## src/rtl/branch_resolve_unit.sv

```systemverilog
// branch_resolve_unit: turns the ID-stage comparator result into a PC redirect
// toward fetch. It stalls ID until the compare operands arrive and holds the
// redirect in a valid/ready handshake. Delay-slot semantics apply, so no flush
// is ever issued.
// Optional feature macro: BRU_STATS_EN adds the taken/not-taken branch counters.
// When the macro is undefined, both counter outputs are tied to zero.

module branch_resolve_unit #(
    parameter int unsigned ADDR_W = 32,
    parameter int unsigned OFF_W  = 16,
    parameter int unsigned CNT_W  = 32
) (
    input  logic              clk,
    input  logic              reset,
    input  logic              br_valid,
    input  logic              br_is_reg,
    input  logic [ADDR_W-1:0] br_pc,
    input  logic [OFF_W-1:0]  br_offset,
    input  logic [ADDR_W-1:0] reg_target,
    input  logic              operands_ok,
    input  logic              cmp_taken,
    output logic              id_stall,
    output logic              redir_valid,
    output logic [ADDR_W-1:0] redir_pc,
    input  logic              redir_ready,
    output logic [CNT_W-1:0]  stat_taken,
    output logic [CNT_W-1:0]  stat_ntaken
);

    typedef enum logic [1:0] {
        IDLE = 2'd0,
        WAIT = 2'd1,
        HOLD = 2'd2
    } state_t;

    state_t            state;
    logic              taken;
    logic              resolve;
    logic [ADDR_W-1:0] off_ext;
    logic [ADDR_W-1:0] cond_target;
    logic [ADDR_W-1:0] target;

    // Sign-extended word offset. The target wraps silently modulo 2^ADDR_W.
    assign off_ext     = ADDR_W'($signed(br_offset));
    assign cond_target = br_pc + ADDR_W'(4) + (off_ext << 2);
    assign target      = br_is_reg ? reg_target : cond_target;
    assign taken       = br_is_reg | cmp_taken;

    // A branch is consumed only when no redirect is pending and its operands are valid.
    assign resolve = (state != HOLD) && br_valid && operands_ok;

    // Stall ID while the branch cannot be consumed. Reset forces the stall low at once.
    always_comb begin
        id_stall = 1'b0;
        if (!reset) begin
            if (state == HOLD) begin
                id_stall = br_valid;
            end else begin
                id_stall = br_valid & ~operands_ok;
            end
        end
    end

    // Resolution FSM with the registered redirect handshake.
    always_ff @(posedge clk or posedge reset) begin
        if (reset) begin
            state       <= IDLE;
            redir_valid <= 1'b0;
            redir_pc    <= '0;
        end else begin
            case (state)
                IDLE, WAIT: begin
                    if (resolve) begin
                        if (taken) begin
                            redir_pc    <= target;
                            redir_valid <= 1'b1;
                            state       <= HOLD;
                        end else begin
                            state <= IDLE;
                        end
                    end else if (br_valid) begin
                        state <= WAIT;
                    end else begin
                        state <= IDLE;
                    end
                end
                HOLD: begin
                    if (redir_ready) begin
                        redir_valid <= 1'b0;
                        state       <= IDLE;
                    end
                end
                default: begin
                    redir_valid <= 1'b0;
                    state       <= IDLE;
                end
            endcase
        end
    end

`ifdef BRU_STATS_EN
    // Count consumed branches by outcome. The counters wrap at 2^CNT_W.
    always_ff @(posedge clk or posedge reset) begin
        if (reset) begin
            stat_taken  <= '0;
            stat_ntaken <= '0;
        end else if (resolve) begin
            if (taken) begin
                stat_taken <= stat_taken + CNT_W'(1);
            end else begin
                stat_ntaken <= stat_ntaken + CNT_W'(1);
            end
        end
    end
`else
    assign stat_taken  = '0;
    assign stat_ntaken = '0;
`endif

endmodule

```

## config.mk

```make
export PLATFORM = sky130hd
export DESIGN_NAME = branch_resolve_unit
export DESIGN_NICKNAME = d
export VERILOG_FILES = /design/src/rtl/branch_resolve_unit.sv
export SDC_FILE = /design/constraint.sdc
export NUM_CORES = 1
export LEC_CHECK = 0
export ABC_CLOCK_PERIOD_IN_PS = 1990
export BUFFER_PORTS_ARGS = -buffer_cell sky130_fd_sc_hd__buf_2
export CORE_UTILIZATION = 44
export CTS_BUF_LIST = sky130_fd_sc_hd__clkbuf_4
export CTS_CLUSTER_DIAMETER = 30
export DETAILED_ROUTE_END_ITERATION = 10
export PLACE_DENSITY_LB_ADDON = 0.3
export REMOVE_ABC_BUFFERS = 1
export SLEW_MARGIN = 20
export SYNTH_ARGS = -nofsm -noshare
export SYNTH_HDL_FRONTEND = slang
export SYNTH_SLANG_ARGS = --single-unit
```

## constraint.sdc

```tcl
create_clock -name clk -period 1.99 [get_ports clk]
set_clock_uncertainty 0.15 [all_clocks]
set_input_delay 0 -clock clk [delete_from_list [all_inputs] [get_ports clk]]
set_output_delay 0 -clock clk [all_outputs]
set_load 0.03 [all_outputs]
```

# Yosys cells after proc, flatten, opt, wreduce, memory -nomap -nowiden
# Index checks and enable logic that the tools add are counted.
# word_totals
regBits	35
in_bits	87
out_inout_bits	98
elab_cells	32
# classes
add_sub_neg	2
eq_ne	6
muxes	12
bitwise	3
n_reduce_logical	6
# op_table
operator	count
$add 32x3->32 const B	1
$add 32x32->32	1
$mux 32	1
$ne 2x2->1 const B	4
$mux 1	6
$mux 2	3
$reduce_and 3->1	2
$pmux 2 s2	1
$eq 2x1->1 const B	1
$eq 2x2->1 const B	1
$logic_and 1x1->1	2
$logic_not 2->1	1
$pmux 1 s2	1
$reduce_or 2->1	1
$and 1x1->1	1
$not 1->1	1
$or 1x1->1	1

# Depth between registers and ports, before layout
# Gate-level depths: netlist (run 1).
# logic_depth
ltp_word	5
mapped_depth	13
depth_no_buf	13

# Least setup slack after synthesis (run 1)
# Ideal clock, no wire load.
# synth_timing
path_type	in2reg
startpoint	input br_pc[3]
endpoint	register redir_pc[27]
setup_time_ps	126
t_arrival_ps	2298
required_ps	1714
slack_ps	-584
stages	11
path_buffers	0
path_cell_list	ha_1 ha_1 fa_1 a211oi_2 o21ai_2 o221ai_2 a31oi_1 nor3b_2 nor2_1 nor4_1 a311o_1
# synth_between
elab_chain_cells	3
# synth_rtl
element	line	source
start, declared	17	input logic [ADDR_W-1:0] br_pc,
$add 32x3->32	45	assign cond_target = br_pc + ADDR_W'(4) + (off_ext << 2);
$add 32x32->32	45	
$mux 32	46	assign target = br_is_reg ? reg_target : cond_target;
end signal, assigned	75	redir_pc <= target;
end, declared	24	output logic [ADDR_W-1:0] redir_pc,
# Every way passes these cells.
# A chain may end at the register's enable or synchronous reset.

# Final worst setup path (run 1)
# layout_timing
startpoint	input br_pc[3]
endpoint	register redir_pc[31]
# The elaborated chain is that of the path after synthesis.

==> impl_metrics.csv, run 1 <==
group,metric,value,unit
outcome,run_status,"finished with violations",
outcome,failed_checks,"negative setup slack",
hold_path,timing.hold.worst.class,"input port to flip-flop",
pwr,p_int,2370,µW
grt,groute.usage.overall,0.261,
detailed_routing,met2_wirelength,6.09,mm
critical_path,cp-end-kind,"flip-flop",
pwr,power_density,676,nW/µm²
floorplan,die_height,96.2,µm
logic_synthesis,post_syn_area,3900,µm²
detailed_routing,vias_per_cell,5.20,
detailed_routing,detail_route.wirelength.met1,5.26,mm
logic_synthesis,synth_seq_area_share,0.224,
critical_path,crit-reg2reg-capture,"redir_pc[27]",
floorplan,floorplan.die_area,9250,µm²
logic_synthesis,synth_async_sr_flop_share,1.00,
logic_synthesis,synth_warnings,0,
timing,hold_viol,0,
critical_path,timing.critical_path.from,"br_pc[3]",
clock_network,cts_num_sinks,35,
clock_network,cts.htree.levels,2,
detailed_routing,route.antenna.remaining_nets,0,
pwr,power.switching,1850,µW
timing,maxSlewViolCount,0,
detailed_routing,route.detailed.wl_per_inst,15.3,µm
placement,detailedPlacementHpwl,8.21,mm
logic_synthesis,synth-xor-area-share,0.0606,
logic_synthesis,post_synth.cell_area_avg,8.40,µm²
critical_path,reg2regPathDepth,5,
job,max_cap_viol_count,0,
hold_path,hold-path-endpoint,"redir_pc[2]",
logic_synthesis,synth_compound_area_frac,0.239,
logic_synthesis,synth-adder-area-share,0.188,
detailed_routing,drt_pass1_iterations,4,
timing,fin_ws,-117,ps
placement,place.port_buffers,120,
detailed_routing,met3_wirelength,711,µm
pwr,seq_power_share,0.234,
grt,grt_pass1_vias,3950,
detailed_routing,dr_total_vias,4205,
hold_path,min_delay_path_depth,6,
floorplan,rows,33,
logic_synthesis,synth_top_area_cell,"sky130_fd_sc_hd__dfrtp_1",
floorplan,die-width,96.2,µm
clock_network,clk_pin_slew_worst_paths,120,ps
detailed_routing,totalWireLength,12.4,mm
logic_synthesis,synth-edff-count,0,
pwr,cellLeakagePower,0.00302,µW
critical_path,path_max_fanout,2,
clock_network,clock_tree_from_tritoncts,"yes",
grt,globalRoute.totalOverflow,0,
final_layout,drive_gt1_frac,0.432,
placement,place.gp.congestion,0.926,
timing,min_period_over_period,1.06,
grt,maximum_number_of_pins_on_one_net_before_global_route_repair,49,
clock_network,cts_buffers,5,
floorplan,core_area,8380,µm²
pwr,clock_power_share,0.156,
timing,rsz0062_at_grt,"true",
final_layout,antenna_cells,0,
timing,timing.setup.tns,-784,ps
critical_path,worstPathRequired,2080,ps
critical_path,crit-reg2reg-launch,"state[1]",
logic_synthesis,syn_inst,465,
final_layout,layout.core_utilization,0.746,
hold_path,origin_of_the_worst_min_delay_path,"br_pc[2]",
clock_network,clock_path_buffers,2,
logic_synthesis,yosysTopAreaCellShare,0.224,
grt,initial_antenna_violation_count,0,
logic_synthesis,synthSimpleGateAreaFrac,0.122,
detailed_routing,drtIter0Drc,230,
grt,grt_first_pass_wirelength,18.7,mm
floorplan,starting_density_of_the_core,0.466,
critical_path,critical_path_arrival,2190,ps
logic_synthesis,dominant_synthesized_flop_cell,"sky130_fd_sc_hd__dfrtp_1",
critical_path,criticalPathCategory,"input port to flip-flop",
timing,period_minus_slack,2110,ps
logic_synthesis,synth.area.mux_share,0.0154,
pwr,comb_power_share,0.610,
pwr,sw_frac_of_total,0.438,
logic_synthesis,synth_top_cells_by_area,"sky130_fd_sc_hd__dfrtp_1, sky130_fd_sc_hd__ha_1, sky130_fd_sc_hd__buf_4",
detailed_routing,post-route-drc-count,0,
logic_synthesis,synth.distinct_cells,57,
critical_path,timing.reg2reg.setup_slack,200,ps
logic_synthesis,yosys_register_bits,35,
logic_synthesis,combinational_family_with_the_most_area_after_synthesis,"compound AO/OA/AOI/OAI gates",
pwr,ir_drop,0.380,mV
timing,maxClockFrequency,475,MHz
final_layout,nets,848,
detailed_routing,dr.max_layer_used,"met4",
final_layout,area_overhead_vs_synth,60.2,%
clock_network,clk_latency,330,ps
timing,report.final.setup_viol,17,
clock_network,root_buffer_cell,"sky130_fd_sc_hd__clkbuf_4",
floorplan,ioPinCount,185,
critical_path,startpoint_kind_of_the_worst_setup_timing_path,"input port",
==> critical path, cell delays in order <==
cell and delay [ps]:
sky130_fd_sc_hd__buf_6 100, sky130_fd_sc_hd__ha_4 230, sky130_fd_sc_hd__ha_4 160, sky130_fd_sc_hd__fa_2 350
sky130_fd_sc_hd__a211oi_2 220, sky130_fd_sc_hd__o21ai_2 110, sky130_fd_sc_hd__o221ai_2 220, sky130_fd_sc_hd__a31oi_2 140
sky130_fd_sc_hd__nor3b_4 180, sky130_fd_sc_hd__a311oi_2 230, sky130_fd_sc_hd__xnor2_1 160, sky130_fd_sc_hd__o22ai_1 90
==> cell usage after synthesis, types with 3 or more instances <==
| cell | n |
|---|---|
| sky130_fd_sc_hd__inv_1 | 9 |
| sky130_fd_sc_hd__o22ai_1 | 5 |
| sky130_fd_sc_hd__xnor2_1 | 17 |
| sky130_fd_sc_hd__buf_4 | 64 |
| sky130_fd_sc_hd__nor3_1 | 3 |
| sky130_fd_sc_hd__nand3_1 | 4 |
| sky130_fd_sc_hd__and3_1 | 7 |
| sky130_fd_sc_hd__nand2_1 | 38 |
| sky130_fd_sc_hd__o21bai_1 | 3 |
| sky130_fd_sc_hd__nor2b_1 | 3 |
| sky130_fd_sc_hd__o21ai_1 | 11 |
| sky130_fd_sc_hd__dfrtp_1 | 35 |
| sky130_fd_sc_hd__o21a_1 | 3 |
| sky130_fd_sc_hd__mux2i_1 | 6 |
| sky130_fd_sc_hd__nand2b_1 | 3 |
| sky130_fd_sc_hd__a21o_1 | 9 |
| sky130_fd_sc_hd__o211ai_1 | 4 |
| sky130_fd_sc_hd__xor2_1 | 10 |
| sky130_fd_sc_hd__a211oi_2 | 4 |
| sky130_fd_sc_hd__ha_1 | 57 |
| sky130_fd_sc_hd__nor2_1 | 30 |
| sky130_fd_sc_hd__a21oi_1 | 55 |
| sky130_fd_sc_hd__nand4_1 | 5 |
| sky130_fd_sc_hd__o21ai_0 | 26 |
| sky130_fd_sc_hd__clkbuf_1 | 15 |
==> worst max path at each step <==
stage,end,slack (ps)
after floorplan,redir_pc[27],-780
after global placement,redir_pc[27],-630
after detailed placement,redir_pc[27],-680
after CTS,redir_pc[23],-200
after global routing,redir_pc[27],-200
final,redir_pc[31],-120
==> metrics by stage <==
stage          instances  power [µW]  hold slack [ps]  instance area (µm²)  setup slack [ps]
5_1_grt              809        4480             76.9                 6250              -197
3_3_place_gp         756        3060             7.15                 4980              -627
6_report             809        4220             46.8                 6250              -117
3_5_place_dp         756        3100             16.7                 4980              -684
2_1_floorplan        446        2320            -80.2                 3590              -782
4_1_cts              807        4020             30.0                 5960              -199
==> power groups by stage <==
| stage | Sequential (µW) | Clock (µW) | Combinational (µW) |
|---|---|---|---|
| finish | 990 | 659 | 2580 |
| global placement | 987 | 0 | 2080 |
| CTS | 983 | 666 | 2370 |
| floorplan | 1340 | 0 | 982 |
| detailed placement | 997 | 0 | 2110 |
| global route | 1010 | 689 | 2780 |
==> layout by cell type (no fill, tap or decap), drive strengths merged, types with 3 or more instances in the layout <==
master	n
o21ai	38
dlygate4sd3	42
o22ai	6
nand2	38
a21o	9
xor2	10
inv	9
a21oi	55
dfrtp	35
o21a	3
nand4	5
nor3	3
nand2b	3
mux2i	6
nor2b	3
clkbuf	5
ha	57
nand3	4
o211ai	5
nor2	30
xnor2	17
and3	7
a211oi	6
o21bai	4
conb	64
buf	208
==> what timing repair did <==
action,4_1_cts,5_1_grt
hold endpoints to repair,70,0
pin swaps,38,35
resized for setup,56,46
hold buffers,42,0
endpoints found under the setup margin,21,21
setup buffers,1,4
==> logic make-up after synthesis <==
family,after synthesis
AO/OA/AOI/OAI,145
AND/OR/NAND/NOR,102
buffers and inverters,91
adder cells (fa/ha/maj),58
flip-flops,35
XOR/XNOR,27
multiplexers,6
other,1
==> final cells by class <==
type	count	area (µm²)
Clock buffer	5	37.5
Clock inverter	3	67.6
Fill cell	589	2130
Inverter	9	33.8
Multi-Input combinational cell	402	3380
Sequential cell	35	876
Tap cell	105	131
Timing Repair Buffer	250	1730
==> metal layers <==
layer	track usage	up-vias
li1	-	2012
met1	0.326	1958
met2	0.453	205
met3	0.0253	30
met4	0.113	0
met5	0	-
==> flip-flops by register name, summed over array words and instances (netlist names) <==
signal,count
redir_pc,32
redir_valid,1
state,2
(Power assumes the default switching activity.)
==> run 2: changes to the inputs <==
- BUFFER_PORTS_ARGS: -buffer_cell sky130_fd_sc_hd__buf_2 -> unset
- DONT_BUFFER_PORTS: unset -> 1
==> run 2 against run 1 <==
  * Fmax grew 1.5%
  * Largest power group unchanged
  * Setup slack improved by 30 ps
  * Critical path type unchanged
  * Largest cell class unchanged
  * Highest routed layer unchanged
  * The flow still finishes with violations (negative setup slack)
  * Sequential power grew 39%
  * Critical endpoint unchanged
==> impl_metrics.csv, run 2 (same netlist as run 1, synthesis figures left out) <==
group,metric,value,unit
hold_path,timing.hold.worst.class,"input port to flip-flop",
grt,grt_first_pass_wirelength,16.6,mm
final_layout,drive_gt1_frac,0.256,
pwr,power.switching,1670,µW
timing,period_minus_slack,2080,ps
floorplan,floorplan.die_area,9250,µm²
timing,min_period_over_period,1.04,
placement,detailedPlacementHpwl,7.50,mm
critical_path,timing.reg2reg.setup_slack,120,ps
pwr,ir_drop,0.248,mV
timing,report.final.setup_viol,4,
placement,place.port_buffers,0,
final_layout,regMostFlops,"redir_pc",
critical_path,path_max_fanout,2,
placement,placedCellCount,626,
clock_network,clock_path_buffers,2,
detailed_routing,drtIter0Drc,223,
critical_path,criticalPathCategory,"input port to flip-flop",
clock_network,cts_num_sinks,35,
final_layout,final_cell_mix,"sky130_fd_sc_hd__buf_4, sky130_fd_sc_hd__conb_1, sky130_fd_sc_hd__dlygate4sd3_1",
critical_path,cp-end-kind,"flip-flop",
timing,maxSlewViolCount,0,
pwr,clock_power_share,0.104,
clock_network,clk_latency,330,ps
clock_network,clk_pin_slew_worst_paths,110,ps
grt,maximum_number_of_pins_on_one_net_before_global_route_repair,50,
timing,hold_viol,0,
placement,place.gp.congestion,0.911,
floorplan,core_area,8380,µm²
critical_path,reg2regPathDepth,5,
grt,globalRoute.totalOverflow,0,
final_layout,layout_commonest_cell,"sky130_fd_sc_hd__buf_4",
detailed_routing,dr_total_vias,3709,
detailed_routing,route.antenna.remaining_nets,0,
clock_network,cts.htree.levels,2,
clock_network,root_buffer_cell,"sky130_fd_sc_hd__clkbuf_4",
final_layout,nets,732,
hold_path,origin_of_the_worst_min_delay_path,"br_offset[15]",
critical_path,crit-reg2reg-launch,"state[1]",
grt,grt_pass1_vias,3512,
hold_path,hold-path-endpoint,"redir_pc[30]",
final_layout,finalInstanceArea,5410,µm²
grt,groute.usage.overall,0.231,
pwr,comb_power_share,0.506,
pwr,p_int,1870,µW
floorplan,die_height,96.2,µm
final_layout,antenna_cells,0,
critical_path,worstPathRequired,2070,ps
floorplan,die-width,96.2,µm
detailed_routing,totalWireLength,11.0,mm
final_layout,largestRegisters,"redir_pc x32, state x2, redir_valid x1",
final_layout,largest_reg_flops,32,
placement,pre_cts_slack,-597,ps
pwr,sw_frac_of_total,0.471,
pwr,power_density,655,nW/µm²
floorplan,rows,33,
detailed_routing,post-route-drc-count,0,
final_layout,final-instance-count-excl-fill,692,
floorplan,starting_density_of_the_core,0.466,
clock_network,clock_tree_from_tritoncts,"yes",
grt,initial_antenna_violation_count,0,
floorplan,ioPinCount,185,
critical_path,crit-reg2reg-capture,"redir_pc[26]",
detailed_routing,drt_pass1_iterations,5,
detailed_routing,vias_per_cell,5.36,
pwr,cellLeakagePower,0.00247,µW
critical_path,critical_path_arrival,2160,ps
final_layout,area_overhead_vs_synth,38.6,%
timing,fin_ws,-86.5,ps
outcome,run_status,"finished with violations",
critical_path,startpoint_kind_of_the_worst_setup_timing_path,"input port",
timing,maxClockFrequency,482,MHz
outcome,failed_checks,"negative setup slack",
final_layout,nFillCells,671,
placement,placement.cell_area,4310,µm²
hold_path,min_delay_path_depth,4,
detailed_routing,route.detailed.wl_per_inst,15.9,µm
clock_network,cts_buffers,5,
job,max_cap_viol_count,0,
timing,rsz0062_at_grt,"true",
pwr,seq_power_share,0.390,
timing,hold_slack,67.6,ps
## run 2: changes by cell type in the layout (fill, tap and decap cells not counted), sizes merged
cell,previous run,this run
buf,208,82
bufinv,2,0
clkinv,0,2
dlygate4sd3,42,52
clkinvlp,1,0
## run 2: cell type report
class                           count  area (µm²)  share of cell area
Timing Repair Buffer              134        1160               0.215
Clock inverter                      2        8.76             0.00162
Sequential cell                    35         876               0.162
Multi-Input combinational cell    402        3160               0.584
Inverter                            9        36.3             0.00671
Tap cell                          105         131              0.0243
Clock buffer                        5        37.5             0.00694
## run 2: worst max-delay path by stage
stage          startpoint      endpoint  slack, ps  depth (start not counted)
3_5_place_dp     br_pc[3]  redir_pc[31]       -600                         11
2_1_floorplan   br_is_reg  redir_pc[27]       -780                          4
5_1_grt          br_pc[3]  redir_pc[31]       -160                         11
3_3_place_gp     br_pc[3]  redir_pc[27]       -520                         11
6_report         br_pc[3]  redir_pc[31]        -90                         11
4_1_cts          br_pc[3]  redir_pc[31]       -150                         11
## run 2: worst max-delay path: stages
cell	delay, ps
sky130_fd_sc_hd__ha_4	220
sky130_fd_sc_hd__ha_4	160
sky130_fd_sc_hd__fa_2	370
sky130_fd_sc_hd__a211oi_2	230
sky130_fd_sc_hd__o21ai_2	110
sky130_fd_sc_hd__o221ai_2	210
sky130_fd_sc_hd__a31oi_2	140
sky130_fd_sc_hd__nor3b_4	180
sky130_fd_sc_hd__a311oi_2	260
sky130_fd_sc_hd__xnor2_1	160
sky130_fd_sc_hd__o22ai_1	90
## run 2: metal layers
metal,global-route usage,part of all wire,up-vias
li1,-,-,1780
met1,0.287,0.43,1705
met2,0.392,0.47,197
met3,0.0403,0.076,27
met4,0.0945,0.027,0
met5,0,0,-
## run 2: timing repair
item,4_1_cts,5_1_grt
hold endpoints to repair,70,0
buffers inserted,5,3
gates resized for setup,35,28
hold buffers,53,0
setup endpoints to repair,16,19
gates cloned,0,0
pin swaps,37,31
## run 2: through the flow
stage	TNS (ps)	total power [µW]	util
final	-145	3540	0.645
after detailed placement	-9800	2810	0.515
after CTS	-357	3420	0.619
after global routing	-729	3790	0.645
after global placement	-8780	2780	0.515
after floorplan	-13570	2320	-
## run 2: power by group through the flow
stage               logic [µW]  registers, µW  clock network, µW
floorplan                  982           1340                  0
global placement          1400           1380                  0
detailed placement        1420           1390                  0
CTS                       1660           1370                380
global route              1980           1400                407
finish                    1790           1380                368
